<file path="config.mk">
export PLATFORM = sky130hd
export DESIGN_NAME = data_mem_arbiter_flat
export DESIGN_NICKNAME = d
export VERILOG_FILES = /design/src/rtl/data_mem_arbiter_if.sv /design/src/rtl/data_mem_arbiter.sv /design/src/flat_wrapper.sv
export SDC_FILE = /design/constraint.sdc
export NUM_CORES = 1
export LEC_CHECK = 0
export ABC_CLOCK_PERIOD_IN_PS = 1750
export CELL_PAD_IN_SITES_DETAIL_PLACEMENT = 0
export CELL_PAD_IN_SITES_GLOBAL_PLACEMENT = 1
export CORE_ASPECT_RATIO = 0.9
export CORE_MARGIN = 4
export CORE_UTILIZATION = 33
export CTS_BUF_LIST = sky130_fd_sc_hd__clkbuf_2 sky130_fd_sc_hd__clkbuf_4 sky130_fd_sc_hd__clkbuf_8
export CTS_CLUSTER_DIAMETER = 30
export DETAILED_ROUTE_END_ITERATION = 10
export GPL_TIMING_DRIVEN = 0
export PLACE_DENSITY_LB_ADDON = 0.05
export SYNTH_ARGS = -nofsm -noshare
export SYNTH_HDL_FRONTEND = slang
export SYNTH_SLANG_ARGS = --single-unit
</file>
<file path="constraint.sdc">
create_clock -name clk -period 1.75 [get_ports clk]
set_input_delay 0.175 -clock clk [delete_from_list [all_inputs] [get_ports clk]]
set_output_delay 0.175 -clock clk [all_outputs]
set_load 0.03 [all_outputs]
</file>
<file path="src/rtl/data_mem_arbiter_if.sv">
// Bus bundle between the two requesters, the arbiter and the data RAM.
// slave  : arbiter side (takes requests, drives the RAM).
// master : requester/RAM-model side.
interface data_mem_arbiter_if #(
    parameter int AW = 6,
    parameter int DW = 32
);
    logic          req0,   req1;
    logic          we0,    we1;
    logic [AW-1:0] addr0,  addr1;
    logic [DW-1:0] wdata0, wdata1;
    logic          gnt0,   gnt1;
    logic          rvalid0, rvalid1;
    logic [DW-1:0] rdata0, rdata1;
    logic          ram_we;
    logic [AW-1:0] ram_addr;
    logic [DW-1:0] ram_din;
    logic [DW-1:0] ram_dout;
    logic          busy;
    logic [15:0]   conflict_cnt;

    modport slave (
        input  req0, req1, we0, we1, addr0, addr1, wdata0, wdata1, ram_dout,
        output gnt0, gnt1, rvalid0, rvalid1, rdata0, rdata1,
               ram_we, ram_addr, ram_din, busy, conflict_cnt
    );

    modport master (
        output req0, req1, we0, we1, addr0, addr1, wdata0, wdata1, ram_dout,
        input  gnt0, gnt1, rvalid0, rvalid1, rdata0, rdata1,
               ram_we, ram_addr, ram_din, busy, conflict_cnt
    );
endinterface

</file>
<file path="src/rtl/data_mem_arbiter.sv">
// Two-port arbiter in front of the single-port synchronous data RAM.
// Port 0 = CPU load/store, port 1 = debug/loader. One transaction at a time:
// IDLE (arbitrate/latch) -> ISSUE (drive RAM, gnt) -> WAIT (read latency) -> IDLE.
// Build option: define DMARB_RR_EN for round-robin on ties; otherwise port 0
// always wins ties.
module data_mem_arbiter #(
    parameter int AW     = 6,
    parameter int DW     = 32,
    parameter int RD_LAT = 1     // 1..3
) (
    input logic               clk,
    input logic               rst,   // async, active low
    data_mem_arbiter_if.slave bus
);

    typedef enum logic [1:0] {
        IDLE  = 2'd0,
        ISSUE = 2'd1,
        WAIT  = 2'd2
    } state_t;

    // WAIT counts down from here; the RAM output is captured when it reaches 0
    localparam logic [1:0] LAT_INIT = 2'(RD_LAT - 1);

    state_t        state_q, state_d;
    logic          win_q;      // latched winner: 0 = port 0, 1 = port 1
    logic          we_q;
    logic [AW-1:0] addr_q;
    logic [DW-1:0] wdata_q;
    logic [1:0]    lat_q;
    logic [15:0]   cnt_q;
    logic [DW-1:0] rdata0_q, rdata1_q;

    logic any_req, both_req, pick1, lat_done, rv0, rv1;

    assign any_req  = bus.req0 | bus.req1;
    assign both_req = bus.req0 & bus.req1;

`ifdef DMARB_RR_EN
    logic last_gnt_q;

    // Round-robin: on a tie the port that did not win last time goes next
    always_comb pick1 = bus.req1 && (!bus.req0 || !last_gnt_q);
`else
    // Fixed priority: port 1 only wins when port 0 is not asking
    always_comb pick1 = bus.req1 && !bus.req0;
`endif

    // State register
    always_ff @(posedge clk or negedge rst) begin
        if (!rst) state_q <= IDLE;
        else      state_q <= state_d;
    end

    // Next-state logic
    always_comb begin
        state_d = state_q;
        case (state_q)
            IDLE:    if (any_req) state_d = ISSUE;
            ISSUE:   state_d = we_q ? IDLE : WAIT;
            WAIT:    if (lat_q == 2'd0) state_d = IDLE;
            default: state_d = IDLE;
        endcase
    end

    // Request latch, latency counter, conflict counter and read-data hold
    always_ff @(posedge clk or negedge rst) begin
        if (!rst) begin
            win_q    <= 1'b0;
            we_q     <= 1'b0;
            addr_q   <= '0;
            wdata_q  <= '0;
            lat_q    <= 2'd0;
            cnt_q    <= 16'd0;
            rdata0_q <= '0;
            rdata1_q <= '0;
`ifdef DMARB_RR_EN
            last_gnt_q <= 1'b1;   // makes port 0 the first tie winner
`endif
        end else begin
            if (state_q == IDLE && any_req) begin
                win_q   <= pick1;
                we_q    <= pick1 ? bus.we1    : bus.we0;
                addr_q  <= pick1 ? bus.addr1  : bus.addr0;
                wdata_q <= pick1 ? bus.wdata1 : bus.wdata0;
`ifdef DMARB_RR_EN
                last_gnt_q <= pick1;
`endif
                if (both_req && cnt_q != 16'hFFFF) cnt_q <= cnt_q + 16'd1;
            end
            if (state_q == ISSUE && !we_q)            lat_q <= LAT_INIT;
            else if (state_q == WAIT && lat_q != 2'd0) lat_q <= lat_q - 2'd1;
            if (rv0) rdata0_q <= bus.ram_dout;
            if (rv1) rdata1_q <= bus.ram_dout;
        end
    end

    // Read data is valid in the last WAIT cycle; pass it straight through
    // then and keep the captured copy afterwards.
    assign lat_done = (state_q == WAIT) && (lat_q == 2'd0);
    assign rv0      = lat_done && !win_q;
    assign rv1      = lat_done &&  win_q;

    assign bus.gnt0         = (state_q == ISSUE) && !win_q;
    assign bus.gnt1         = (state_q == ISSUE) &&  win_q;
    assign bus.rvalid0      = rv0;
    assign bus.rvalid1      = rv1;
    assign bus.rdata0       = rv0 ? bus.ram_dout : rdata0_q;
    assign bus.rdata1       = rv1 ? bus.ram_dout : rdata1_q;
    assign bus.ram_we       = (state_q == ISSUE) && we_q;
    assign bus.ram_addr     = addr_q;
    assign bus.ram_din      = wdata_q;
    assign bus.busy         = (state_q != IDLE);
    assign bus.conflict_cnt = cnt_q;

endmodule

</file>
<file path="src/flat_wrapper.sv">
// flat-port wrapper written by rule: the top's interface ports become plain ports
module data_mem_arbiter_flat 
#(
    parameter int AW     = 6,
    parameter int DW     = 32,
    parameter int RD_LAT = 1            
)
  (clk, rst, bus_req0, bus_req1, bus_we0, bus_we1, bus_addr0, bus_addr1, bus_wdata0, bus_wdata1, bus_ram_dout, bus_gnt0, bus_gnt1, bus_rvalid0, bus_rvalid1, bus_rdata0, bus_rdata1, bus_ram_we, bus_ram_addr, bus_ram_din, bus_busy, bus_conflict_cnt);
  data_mem_arbiter_if #(.AW(AW), .DW(DW)) bus_i ();
  input logic clk;
  input logic rst;
  input wire logic [$bits(bus_i.req0)-1:0] bus_req0;
  input wire logic [$bits(bus_i.req1)-1:0] bus_req1;
  input wire logic [$bits(bus_i.we0)-1:0] bus_we0;
  input wire logic [$bits(bus_i.we1)-1:0] bus_we1;
  input wire logic [$bits(bus_i.addr0)-1:0] bus_addr0;
  input wire logic [$bits(bus_i.addr1)-1:0] bus_addr1;
  input wire logic [$bits(bus_i.wdata0)-1:0] bus_wdata0;
  input wire logic [$bits(bus_i.wdata1)-1:0] bus_wdata1;
  input wire logic [$bits(bus_i.ram_dout)-1:0] bus_ram_dout;
  output wire logic [$bits(bus_i.gnt0)-1:0] bus_gnt0;
  output wire logic [$bits(bus_i.gnt1)-1:0] bus_gnt1;
  output wire logic [$bits(bus_i.rvalid0)-1:0] bus_rvalid0;
  output wire logic [$bits(bus_i.rvalid1)-1:0] bus_rvalid1;
  output wire logic [$bits(bus_i.rdata0)-1:0] bus_rdata0;
  output wire logic [$bits(bus_i.rdata1)-1:0] bus_rdata1;
  output wire logic [$bits(bus_i.ram_we)-1:0] bus_ram_we;
  output wire logic [$bits(bus_i.ram_addr)-1:0] bus_ram_addr;
  output wire logic [$bits(bus_i.ram_din)-1:0] bus_ram_din;
  output wire logic [$bits(bus_i.busy)-1:0] bus_busy;
  output wire logic [$bits(bus_i.conflict_cnt)-1:0] bus_conflict_cnt;
  assign bus_i.req0 = bus_req0;
  assign bus_i.req1 = bus_req1;
  assign bus_i.we0 = bus_we0;
  assign bus_i.we1 = bus_we1;
  assign bus_i.addr0 = bus_addr0;
  assign bus_i.addr1 = bus_addr1;
  assign bus_i.wdata0 = bus_wdata0;
  assign bus_i.wdata1 = bus_wdata1;
  assign bus_i.ram_dout = bus_ram_dout;
  assign bus_gnt0 = bus_i.gnt0;
  assign bus_gnt1 = bus_i.gnt1;
  assign bus_rvalid0 = bus_i.rvalid0;
  assign bus_rvalid1 = bus_i.rvalid1;
  assign bus_rdata0 = bus_i.rdata0;
  assign bus_rdata1 = bus_i.rdata1;
  assign bus_ram_we = bus_i.ram_we;
  assign bus_ram_addr = bus_i.ram_addr;
  assign bus_ram_din = bus_i.ram_din;
  assign bus_busy = bus_i.busy;
  assign bus_conflict_cnt = bus_i.conflict_cnt;
  data_mem_arbiter #(.AW(AW), .DW(DW), .RD_LAT(RD_LAT)) u_core (.clk(clk), .rst(rst), .bus(bus_i));
endmodule
</file>
==> summary.md, run 1 <==
The signal on the critical path passes through inv_2 -> ha_4 -> nand3_4 -> buf_12 -> buf_8 -> buf_12 -> mux2_4 -> buf_6. The die covers 17900 sq um. The total vias in the final route came out at 4382. Number of inserted diodes: 0. By area the synthesized netlist is led by dfrtp_1 (59%), mux2_2 (14%), mux2i_1 (7.5%). For this run, design rule violations remaining after detail routing come to 0.

After synthesis, the netlist uses 29 different library cells. Of the cells placed in the final design, the portion with a size suffix greater than 1 is 38.0%. STA puts the critical path data required time at 1.57 ns.

Buffer type at the clock tree root: clkbuf_8. Global routing finished with a remaining overflow of 0. Port buffering added 237 buffers. Sequential cells burn 25.5% of the power. The tools report the synthesized netlist net count as 528. The synthesis-stage register bit count came out at 124. The final critical-path share of the clock period was 126%; the final RePlAce weighted congestion was 0.747.

The logs give 59.5% for the sequential element share of the synthesized area and 66 for the pin count of the biggest net entering global routing. The initial utilization of the core area, before any placement, comes to 33.8%. Measured along the y axis, the die boundary spans 127 microns. Clock skew on the completed layout was measured at 0.00967 ns. The total chip power was 18.6 mW; the number of antenna-violating nets in the routed design was 0.

The gate count of the mapped netlist is 412. The critical path endpoint category is a primary output. Setup violations remaining at the end of the flow were counted as 67. Net switching is 40.2% of the power. The leakage power is 4.53 nW. For this run, the slowest stage of the critical path takes 0.39 ns. No sink is reached through more buffers than the 2 on the longest clock path. The worst setup path is launched from a flop. The H-tree depth was 4.

The maximum vdd drop came out at 1180 uV. After floorplanning, the core was divided into 43 placement rows. The cell type of the slowest stage on the worst timing path was dfrtp_1. The final design utilization is 61.7%, and the slew at the pin closest to its max-slew limit is 0.588 ns. Static timing analysis puts the maximum clock frequency at 0.453 GHz. Summed over all nets, the switching power comes to 7.45 mW. For the iteration count of the initial detailed-routing pass, the log shows 4. For the number of max-slew violations in the final report, the log shows 0. For this block, the routed nets add up to 16300 microns of wire. 238 I/O pins were placed. The internal power contribution is 11.1 mW.

The fraction of synthesized cell area taken by the top area cell type works out to 59.5%. The layout overhead on the synthesized area is 82.5%. The post-route minimum period works out to 2.21 ns. The headroom to the max-slew limit came out at 60.8%.

The cell taking the most area after synthesis is dfrtp_1. After clock tree synthesis, the clock-pin slew on the worst setup and hold paths is 0.07 ns. The fraction of power consumed by the clock network is 14.0%. The half-perimeter wire length after placement is 11100 microns. The run gives 0 as the number of antenna violations at the first check in global routing.

The worst path setup slack after routing came out at -0.456 ns. Global routing consumed, over all layers together, 17.7% of the routing resources. The most repeated library cell on the critical path is buf_12. The run gives 0 as the max capacitance violation total. Setup repair after global routing could not meet its margin everywhere. TritonCTS built the clock tree. The tools report the count of final hold-check violations as 0. For this design the ratio of total power to cell area is 1950 nW/um^2. The critical path arrival is 2.03 ns, and the yosys synthesis warning count is 0. A synthesized cell averages 12.7 sq um. The checks that failed: setup timing. For the worst-skew pair, the clock arrives at the later sink with an insertion delay of 0.43 ns. After the last flow step, the layout net total stands at 850. The run finished, with violations left. The tools report the core outline area as 15400 sq um. The number of global-route vias before repair was 4615.

The path category of the worst min-delay check was input port to flop. The share of total power dissipated in combinational logic is 60.5%. The number of clock buffers added by TritonCTS is 17. The die is 141 microns wide. The maximum fanout along the worst path works out to 4. The tools report the post-placement setup slack as -0.896 ns.

By startpoint and endpoint, the worst setup path is classified as flop to primary output. The summed instance area of the synthesized netlist is 5220 sq um. Violation count after the first detailed-route iteration: 121.

The first-pass GRT wire length was 24700 microns; the total clock sinks was 124. The routed wire length per instance was 17.2 microns. After detailed routing, the number of vias per cell comes to 4.63.
-- final cells by class --
| cell class | count | area [sq um] |
|---|---|---|
| clock buffer | 23 | 292 |
| fill | 1196 | 5920 |
| timing repair buffer | 304 | 3150 |
| clock inverter | 7 | 115 |
| buffer | 21 | 205 |
| multi-input combinational | 260 | 2370 |
| inverter | 6 | 27.5 |
| tap | 202 | 253 |
| sequential | 124 | 3110 |
-- per-layer routing --
| layer | global-route usage (%) | vias up | wire length (microns) | share of wire [%] |
|---|---|---|---|---|
| met3 | 5.76 | 14 | 1190 | 7.3 |
| met4 | 6.32 | 0 | 220 | 1.3 |
| met2 | 30.6 | 162 | 8400 | 51 |
| met5 | 0 | - | 0 | 0 |
| li1 | - | 2081 | - | - |
| met1 | 20.6 | 2125 | 6510 | 40 |
-- state kept, by name, summed over array words and instances (netlist names) --
signal                   count
u_core.bus.ram_din          32
u_core.rdata0_q             32
u_core.rdata1_q             32
u_core.bus.conflict_cnt     16
u_core.bus.ram_addr          6
u_core.lat_q                 2
u_core.state_q               2
u_core.we_q                  1
u_core.win_q                 1
-- layout by cell type (no fill, tap or decap), drive strengths merged, types with 7 or more instances in the layout --
cell type,n
dlygate4sd2,11
dfrtp,124
mux2,65
nor2,7
xor2,15
mux2i,39
clkdlybuf4s50,151
nand2,48
nor4,8
clkbuf,36
o21ai,42
nand3,7
buf,145
-- critical path, delay by kind of cell, from the launching register on --
kind / cells / cell delay [ns]
multiplexers: 1 / 0.30
adder cells (fa/ha/maj): 1 / 0.16
AND/OR/NAND/NOR: 1 / 0.11
buffers and inverters: 5 / 0.64
flip-flops: 1 / 0.39
-- synthesized netlist by cell type --
cell type / n
dfrtp_1: 124
mux2_2: 65
nand2_1: 48
o21ai_0: 41
mux2i_1: 39
xor2_1: 15
buf_2: 11
clkbuf_1: 9
nand3_1: 7
inv_1: 6
nand4_1: 5
nor2_1: 5
nor3_1: 5
nor4_1: 5
a21oi_1: 4
nor3b_1: 3
nor4_2: 3
and3_1: 2
and3b_1: 2
buf_4: 2
ha_1: 2
nand2b_1: 2
a311oi_1: 1
and4_1: 1
nor2_2: 1
nor2_4: 1
nor2b_1: 1
o21ai_1: 1
or4b_4: 1
-- power by group through the flow --
stage / sequential (mW) / combinational, mW / clock [mW]
2_1_floorplan: 5.61 / 4.30 / 0
3_3_place_gp: 4.69 / 9.04 / 0
3_5_place_dp: 4.74 / 9.16 / 0
4_1_cts: 4.72 / 10.4 / 2.70
5_1_grt: 4.89 / 11.9 / 2.82
6_report: 4.73 / 11.2 / 2.60
-- through the flow --
| stage | instance area [sq um] | cells | hold slack, ns | TNS, ns |
|---|---|---|---|---|
| after global routing | 9520 | 947 | 0.157 | -30.17 |
| after global placement | 7850 | 851 | 0.462 | -606.45 |
| final | 9520 | 947 | 0.143 | -23.66 |
| after detailed placement | 7880 | 852 | 0.198 | -62.61 |
| after floorplan | 5220 | 412 | -0.121 | -0.165 |
| after CTS | 8940 | 906 | 0.291 | -27.04 |
-- logic make-up after synthesis --
kind of cell	synth area share, %
flip-flops	59.5
adder cells (fa/ha/maj)	0.480
XOR/XNOR	2.52
AND/OR/NAND/NOR	9.02
multiplexers	21.5
AO/OA/AOI/OAI	4.58
buffers and inverters	2.42
-- path summary, 6_finish.rpt --
kind                                             from                           to  slack [ns]  cells past startpoint
min in group asynchronous                         rst          u_core.rdata0_q[22]        0.30                      2
worst min-delay path                         bus_req0                 u_core.win_q        0.14                      2
worst max-delay path                  u_core.lat_q[0]               bus_rdata1[24]       -0.46                      8
worst min register to register  u_core.bus.ram_din[4]        u_core.bus.ram_din[4]        0.48                      2
worst max register to register      u_core.state_q[0]  u_core.bus.conflict_cnt[14]       -0.07                      8
max in group asynchronous                         rst   u_core.bus.conflict_cnt[8]        0.71                      3
-- repair_timing --
item,4_1_cts,5_1_grt
buffers inserted,19,40
setup endpoints to repair,160,126
cloned,4,4
pin swaps,10,19
hold buffers,1,0
gates resized for setup,581,63
hold endpoints to repair,59,0
Note: power is estimated with default switching activity, not from simulation.
==> run 2: changes to the inputs <==
Settings changed: CORE_UTILIZATION 33 to 32, CTS_BUF_LIST sky130_fd_sc_hd__clkbuf_2 sky130_fd_sc_hd__clkbuf_4 sky130_fd_sc_hd__clkbuf_8 to sky130_fd_sc_hd__clkbuf_16, CTS_CLUSTER_SIZE from default to 24.
==> summary.md, run 2 (same netlist as run 1, synthesis figures left out) <==
The logs give 17.0% (-0.63 points) for the global router's overall resource usage and 0.466 GHz (+2.7%) for the fmax. The core outline area is 16100 sq um (+4.1%), and the number of global-route vias before repair is 4513 (-2.2%). The number of antenna-violating nets in the routed design came out at 0 (unchanged). The flow ran to the end, but the final reports show violations.

The critical path endpoint category is a primary output. The post-route minimum period was 2.15 ns (-0.0583 ns). The headroom to the max-slew limit is 63.7% (+2.9 points), and the routed wire length per instance is 16.9 microns (-2.0%). The logs give 18400 sq um (+2.9%) for the overall die area and 857 (+0.59%) for the cell total after placement. The checks that failed: setup timing.

For the violation count after the first detailed-route iteration, the log shows 119 (-1.7%). The run gives 24100 microns (-2.6%) as the first-pass GRT wire length. The post-placement setup slack came out at -0.848 ns (+0.0476 ns). The power density over cell area was 1990 nW/um^2 (+2.3%). The largest stage delay on the critical path is 0.38 ns (about the same). The logs give 68 (+3.0%) for the pin count of the biggest net entering global routing and 17 (unchanged) for the number of buffers created by CTS. The number of antenna violations at the first check in global routing is 0 (unchanged), and the buffer levels on the longest clock path is 2 (unchanged).

The logs give 124 (unchanged) for the total clock sinks and 0.00494 ns (-0.00473 ns) for the final clock skew. The remaining global-route overflow is 0 (unchanged), and the quantity of I/O buffers inserted on ports is 237 (unchanged). The tools report the initial standard-cell utilization of the core as 32.5% (-1.3 points). The run gives 925 (-2.3%) as the final cell count without fillers. By startpoint and endpoint, the worst setup path is classified as flop to primary output. The total I/O pin count came out at 238 (unchanged).

The die boundary height was 129 microns (+1.5%). Buffer type at the clock tree root: clkbuf_16. The final total negative setup slack is -21.12 ns (+2.54 ns), and the total number of placement rows is 44 (+2.3%). The tools report the element type at the critical path start as a flop. The total chip power is 18.4 mW (-0.81%). Iteration count of the initial detailed-routing pass: 5 (+1).

From synthesis to final layout, the design area changed by 76.9%. The number of inserted diodes is 0 (unchanged), and the final wirelength is 15600 microns (-4.3%). The half-perimeter wire length after placement was 11100 microns (-0.14%); the fraction of layout cells with a size suffix above 1 was 34.0% (-4.0 points). For the data required time of the critical path, the log shows 1.57 ns (about the same). In the layout the commonest cells are clkdlybuf4s50_1 (154), dfrtp_1 (117), buf_6 (69).

The final critical-path share of the clock period is 123% (-3.3 points), and the max capacitance violation total is 0 (unchanged). The cell type of the slowest stage on the worst timing path was dfrtp_1. The worst-skew pair later-pin latency is 0.42 ns (about the same), and the count of final hold-check violations is 0 (unchanged). The clock transition at the register clock pins on the worst setup and hold paths after CTS was 0.06 ns (about the same). The tools report the total vias in the final route as 4230 (-3.5%). The chip width is 143 microns (+1.5%), and the final net count is 821 (-3.4%). The run gives 0.745 (-0.24%) as the final RePlAce weighted congestion. The slew at the pin closest to its max-slew limit is 0.545 ns (-0.0428 ns), and the critical path arrival is 1.97 ns (-0.06 ns).

The min-delay analysis places its worst path in the category input port to async pin. The per-cell via count in the routed design is 4.57 (-1.2%). Final design utilization: 57.4% (-4.3 points). Setup repair after global routing could not meet its margin everywhere.

The setup violation total in the final timing report is 66 (-1.5%). For the maximum vdd drop, the log shows 1060 uV (-9.9%). The signal on the critical path passes through inv_2 -> ha_4 -> nand2_2 -> nor2_4 -> buf_12 -> clkbuf_16 -> mux2_4 -> buf_6. The tools report the H-tree depth as 4 (unchanged). The leakage power was 4.36 nW (-3.7%).

The most common library cell in the layout ignoring fill and taps was clkdlybuf4s50_1. The maximum fanout along the worst path is 7 (+3). TritonCTS built the clock tree. Number of max-slew violations in the final report: 0 (unchanged). The number of fill cells came out at 1363 (+14%). The worst path setup slack after routing is -0.398 ns (+0.0583 ns). The run gives 0 (unchanged) as the DRC violation count after routing.
-- run 2: where the power goes --
group / internal, mW / switching [mW]
sequential: 4.18 / 0.562
clock: 1.94 / 1.30
combinational: 4.82 / 5.61
-- run 2: final timing paths --
check                           slack (ns)                    endpoint                       start  cells past startpoint
worst max-delay path                 -0.40               bus_rdata0[8]             u_core.lat_q[0]                      8
worst max register to register        0.05  u_core.bus.conflict_cnt[9]  u_core.bus.conflict_cnt[9]                      5
max in group asynchronous             0.71  u_core.bus.conflict_cnt[0]                         rst                      3
worst min register to register        0.47      u_core.bus.ram_din[29]      u_core.bus.ram_din[29]                      2
min in group clk                      0.39      u_core.bus.ram_din[21]              bus_wdata1[21]                      3
worst min-delay path                  0.29         u_core.rdata1_q[24]                         rst                      2
-- run 2: critical path: cells and delay by family, from the launching register on --
kind                       cells  cell delay, ns
adders and majority gates      1            0.16
buffers and inverters          4            0.52
DFF                            1            0.38
muxes                          1            0.31
and+or+nand+nor                2            0.18
-- run 2: metrics by stage --
step / hold slack [ns] / area (sq um)
after floorplan: -0.121 / 5220
after global placement: 0.462 / 7860
after detailed placement: 0.175 / 7880
after CTS: 0.298 / 8900
after global routing: 0.340 / 9230
final: 0.294 / 9230
-- run 2: final cells by class --
| cell class | instances | area (sq um) | share of cell area [%] |
|---|---|---|---|
| plain buffers | 21 | 184 | 1.99 |
| clock buffers | 17 | 425 | 4.61 |
| clock inverters | 15 | 128 | 1.38 |
| inverters | 6 | 27.5 | 0.298 |
| multi-input cells | 260 | 2250 | 24.4 |
| flip-flops and latches | 124 | 3110 | 33.7 |
| well taps | 207 | 259 | 2.81 |
| repair buffers | 275 | 2840 | 30.8 |
-- run 2: repair_timing --
item                                    4_1_cts  5_1_grt
buffers inserted                             12       20
pin swaps                                     3        9
gates cloned                                  2        3
hold buffers                                  1        0
resized for setup                           553       46
endpoints found under the hold margin        57        0
endpoints found under the setup margin      156       96
-- run 2: per-layer routing --
| metal | vias to the layer above | share of wire (%) | track usage, % | wire length, microns |
|---|---|---|---|---|
| met5 | - | 0 | 0 | 0 |
| li1 | 2033 | - | - | - |
| met4 | 0 | 1.5 | 6.32 | 230 |
| met2 | 151 | 49 | 27.4 | 7620 |
| met1 | 2031 | 42 | 21.0 | 6540 |
| met3 | 15 | 7.8 | 6.42 | 1220 |
==> run 3: changes to the inputs <==
Settings changed: CORE_MARGIN 4 to 3.
==> summary.md, run 3 (same netlist as run 1, synthesis figures left out) <==
For the H-tree depth, the log shows 4 (unchanged). The leakage power came out at 4.32 nW (-0.88%). The final wirelength is 15800 microns (+1.1%). The final critical-path share of the clock period was 125% (+2.3 points). TritonCTS built the clock tree. The worst path setup slack after routing was -0.437 ns (-0.0394 ns). Met1 layer wirelength in the final routing: 6590 microns (+0.69%). The number of inserted diodes was 0 (unchanged); the maximum vdd drop was 1200 uV (+13%). The run gives 2 (unchanged) as the buffer levels on the longest clock path. Most common library cell in the layout ignoring fill and taps: clkdlybuf4s50_1. The logs give 24800 microns (+3.2%) for the first-pass GRT wire length and 0.748 (+0.43%) for the final RePlAce weighted congestion. The run gives 17900 sq um (-2.9%) as the overall die area.

The routed length on met2 is 7890 microns (+3.5%). Traced cell by cell, the critical path runs through nor2b_4 -> nand2_4 -> nor2_4 -> buf_12 -> clkbuf_16 -> mux2_4 -> buf_6. The fmax is 0.457 GHz (-1.8%), and the total number of placement rows is 43 (-2.3%). The pin count of the biggest net entering global routing was 70 (+2.9%). The largest stage delay on the critical path is 0.43 ns (+0.05 ns), and the max capacitance violation total is 0 (unchanged).

The layout overhead on the synthesized area works out to 76.0%. The setup violation total in the final timing report is 66 (unchanged). The clock transition at the register clock pins on the worst setup and hold paths after CTS was 0.06 ns (about the same); the register-to-register path setup slack was 0.05 ns (about the same). The number of fill cells is 1308 (-4.0%). The tools report the remaining global-route overflow as 0 (unchanged). The run gives 2.01 ns (+0.04 ns) as the critical path arrival. The count of final hold-check violations is 0 (unchanged).

On the critical path the largest part of the delay comes from buffers and inverters. The flow ran to the end, but the final reports show violations. The run gives 17.7% (+0.63 points) as the global router's overall resource usage.

The routed wire length per instance came out at 17.2 microns (+1.8%). The run gives 0.291 ns (-0.00266 ns) as the final hold slack. The power density over cell area works out to 2030 nW/um^2 (+1.7%). The checks that failed: setup timing.

The number of buffer and inverter instances along the worst setup path is 3 (-1), and the worst-skew pair later-pin latency is 0.42 ns (about the same). The total clock sinks came out at 124 (unchanged). The violation count after the first detailed-route iteration was 102 (-14%); the core outline area was 15700 sq um (-2.3%).

The headroom to the max-slew limit came out at 63.0% (-0.64 points). Initial standard-cell utilization of the core: 33.2% (+0.75 points). The library cells used most frequently in the layout, excluding fill and tap cells, are clkdlybuf4s50_1 (156), dfrtp_1 (114), buf_6 (50).

The switching component of the power was 7.44 mW (-0.49%); the final clock skew was 0.00829 ns (+0.00335 ns). The number of antenna violations at the first check in global routing came out at 0 (unchanged). In this run the worst hold path is classified as input port to async pin. STA classifies the critical path endpoint as a primary output.

In this run the top signal layer used is met4. STA classifies the critical path startpoint as a flop. The number of antenna-violating nets in the routed design was 0 (unchanged); the detailed-routed wire length on met3 was 1170 microns (-4.2%). The fraction of power consumed by the clock network was 20.2% (+2.6 points); the total chip power was 18.6 mW (+1.2%).

The maximum fanout along the worst path came out at 6 (-1). The iteration count of the initial detailed-routing pass is 4 (-1). Net switching fraction of the power: 39.9% (-0.67 points). The quantity of I/O buffers inserted on ports is 237 (unchanged), and the fraction of layout cells with a size suffix above 1 is 34.4% (+0.47 points).

The die boundary height came out at 127 microns (-1.5%). The data required time of the critical path is 1.57 ns (about the same). The slew at the pin closest to its max-slew limit is 0.554 ns (+0.00955 ns), and the internal power contribution is 11.2 mW (+2.3%).

The fraction of power consumed by combinational cells was 54.3% (-2.3 points). The chip width was 141 microns (-1.4%). The per-cell via count in the routed design came out at 4.64 (+1.5%).

The post-route minimum period came out at 2.19 ns (+0.0394 ns). The number of max-slew violations in the final report was 0 (unchanged); the area taken by flip-flops and latches was 3120 sq um (+0.12%). Clock tree synthesis selected as its root buffer the cell clkbuf_16. The DRC violation count after routing is 0 (unchanged), and the number of buffers created by CTS is 17 (unchanged). Number of global-route vias before repair: 4677 (+3.6%). For the proportion of power drawn by flip-flops and latches, the log shows 25.5% (-0.3 points). Among all stages on the critical path, the largest delay is contributed by dfrtp_2. The total vias in the final route came out at 4265 (+0.83%). The total I/O pin count is 238 (unchanged), and the half-perimeter wire length after placement is 10900 microns (-1.9%).

The worst setup path is of the flop to primary output kind. The tools report the final design utilization as 58.5% (+1.0 points). The tools report the multi-input logic area as 2240 sq um (-0.33%). The final net count is 821 (unchanged). Setup repair after global routing could not meet its margin everywhere.
run 3: cell count changes in the layout (fill, tap and decap cells not counted), moves of 3 or more:
| cell | before | now |
|---|---|---|
| clkinv_4 | 4 | 1 |
| dfrtp_2 | 7 | 10 |
| buf_4 | 31 | 28 |
| clkinvlp_4 | 6 | 2 |
| dfrtp_1 | 117 | 114 |
| bufinv_16 | 1 | 5 |
| buf_6 | 69 | 50 |
| buf_2 | 8 | 27 |
run 3: what timing repair did:
| action | in CTS | in global routing |
|---|---|---|
| pin swaps | 3 | 8 |
| hold endpoints to repair | 55 | 0 |
| setup buffers | 12 | 22 |
| endpoints found under the setup margin | 156 | 96 |
| hold buffers | 1 | 0 |
| resized for setup | 447 | 104 |
| gates cloned | 1 | 3 |
run 3: worst paths after layout:
check	from	end	cells past startpoint
setup / recovery	u_core.state_q[0]	bus_rdata0[4]	7
hold / removal	rst	u_core.rdata1_q[22]	2
setup reg to reg	u_core.state_q[0]	u_core.rdata0_q[3]	7
hold reg to reg	u_core.bus.ram_addr[3]	u_core.bus.ram_addr[3]	2
max in group asynchronous	rst	u_core.bus.conflict_cnt[8]	3
min in group clk	bus_wdata1[31]	u_core.bus.ram_din[31]	3
run 3: worst reg2reg max path, delay by kind of cell (launching register included):
kind / cells / cell delay [ns]
buf+inv: 3 / 0.46
flops: 1 / 0.43
mux: 1 / 0.31
simple gates: 3 / 0.40
run 3: routing by layer:
layer	vias to the layer above	global-route usage, %
li1	2035	-
met4	0	5.19
met1	2067	21.9
met2	152	28.7
met3	11	7.00
met5	-	0
run 3: cell type report:
class / count / share of cell area (%)
Multi-Input combinational cell: 260 / 24.4
Tap cell: 202 / 2.75
Inverter: 6 / 0.245
Timing Repair Buffer: 276 / 29.8
Clock buffer: 17 / 4.63
Buffer: 20 / 1.98
Clock inverter: 14 / 2.19
Sequential cell: 124 / 33.9
run 3: per-stage QoR:
stage / setup slack (ns) / TNS (ns) / std cells / area (sq um)
finish: -0.437 / -23.36 / 919 / 9180
global route: -0.512 / -28.53 / 919 / 9180
CTS: -0.490 / -28.19 / 897 / 8950
detailed placement: -0.847 / -57.46 / 852 / 7880
global placement: -4.89 / -602.54 / 851 / 7850
floorplan: -0.0124 / -0.165 / 412 / 5220
run 3: power groups by stage:
stage	sequential, mW	combinational (mW)	clock [mW]
finish	4.75	10.1	3.76
global route	4.89	10.7	4.00
CTS	4.73	9.87	3.86
detailed placement	4.75	9.14	0
global placement	4.70	9.04	0
floorplan	5.61	4.30	0
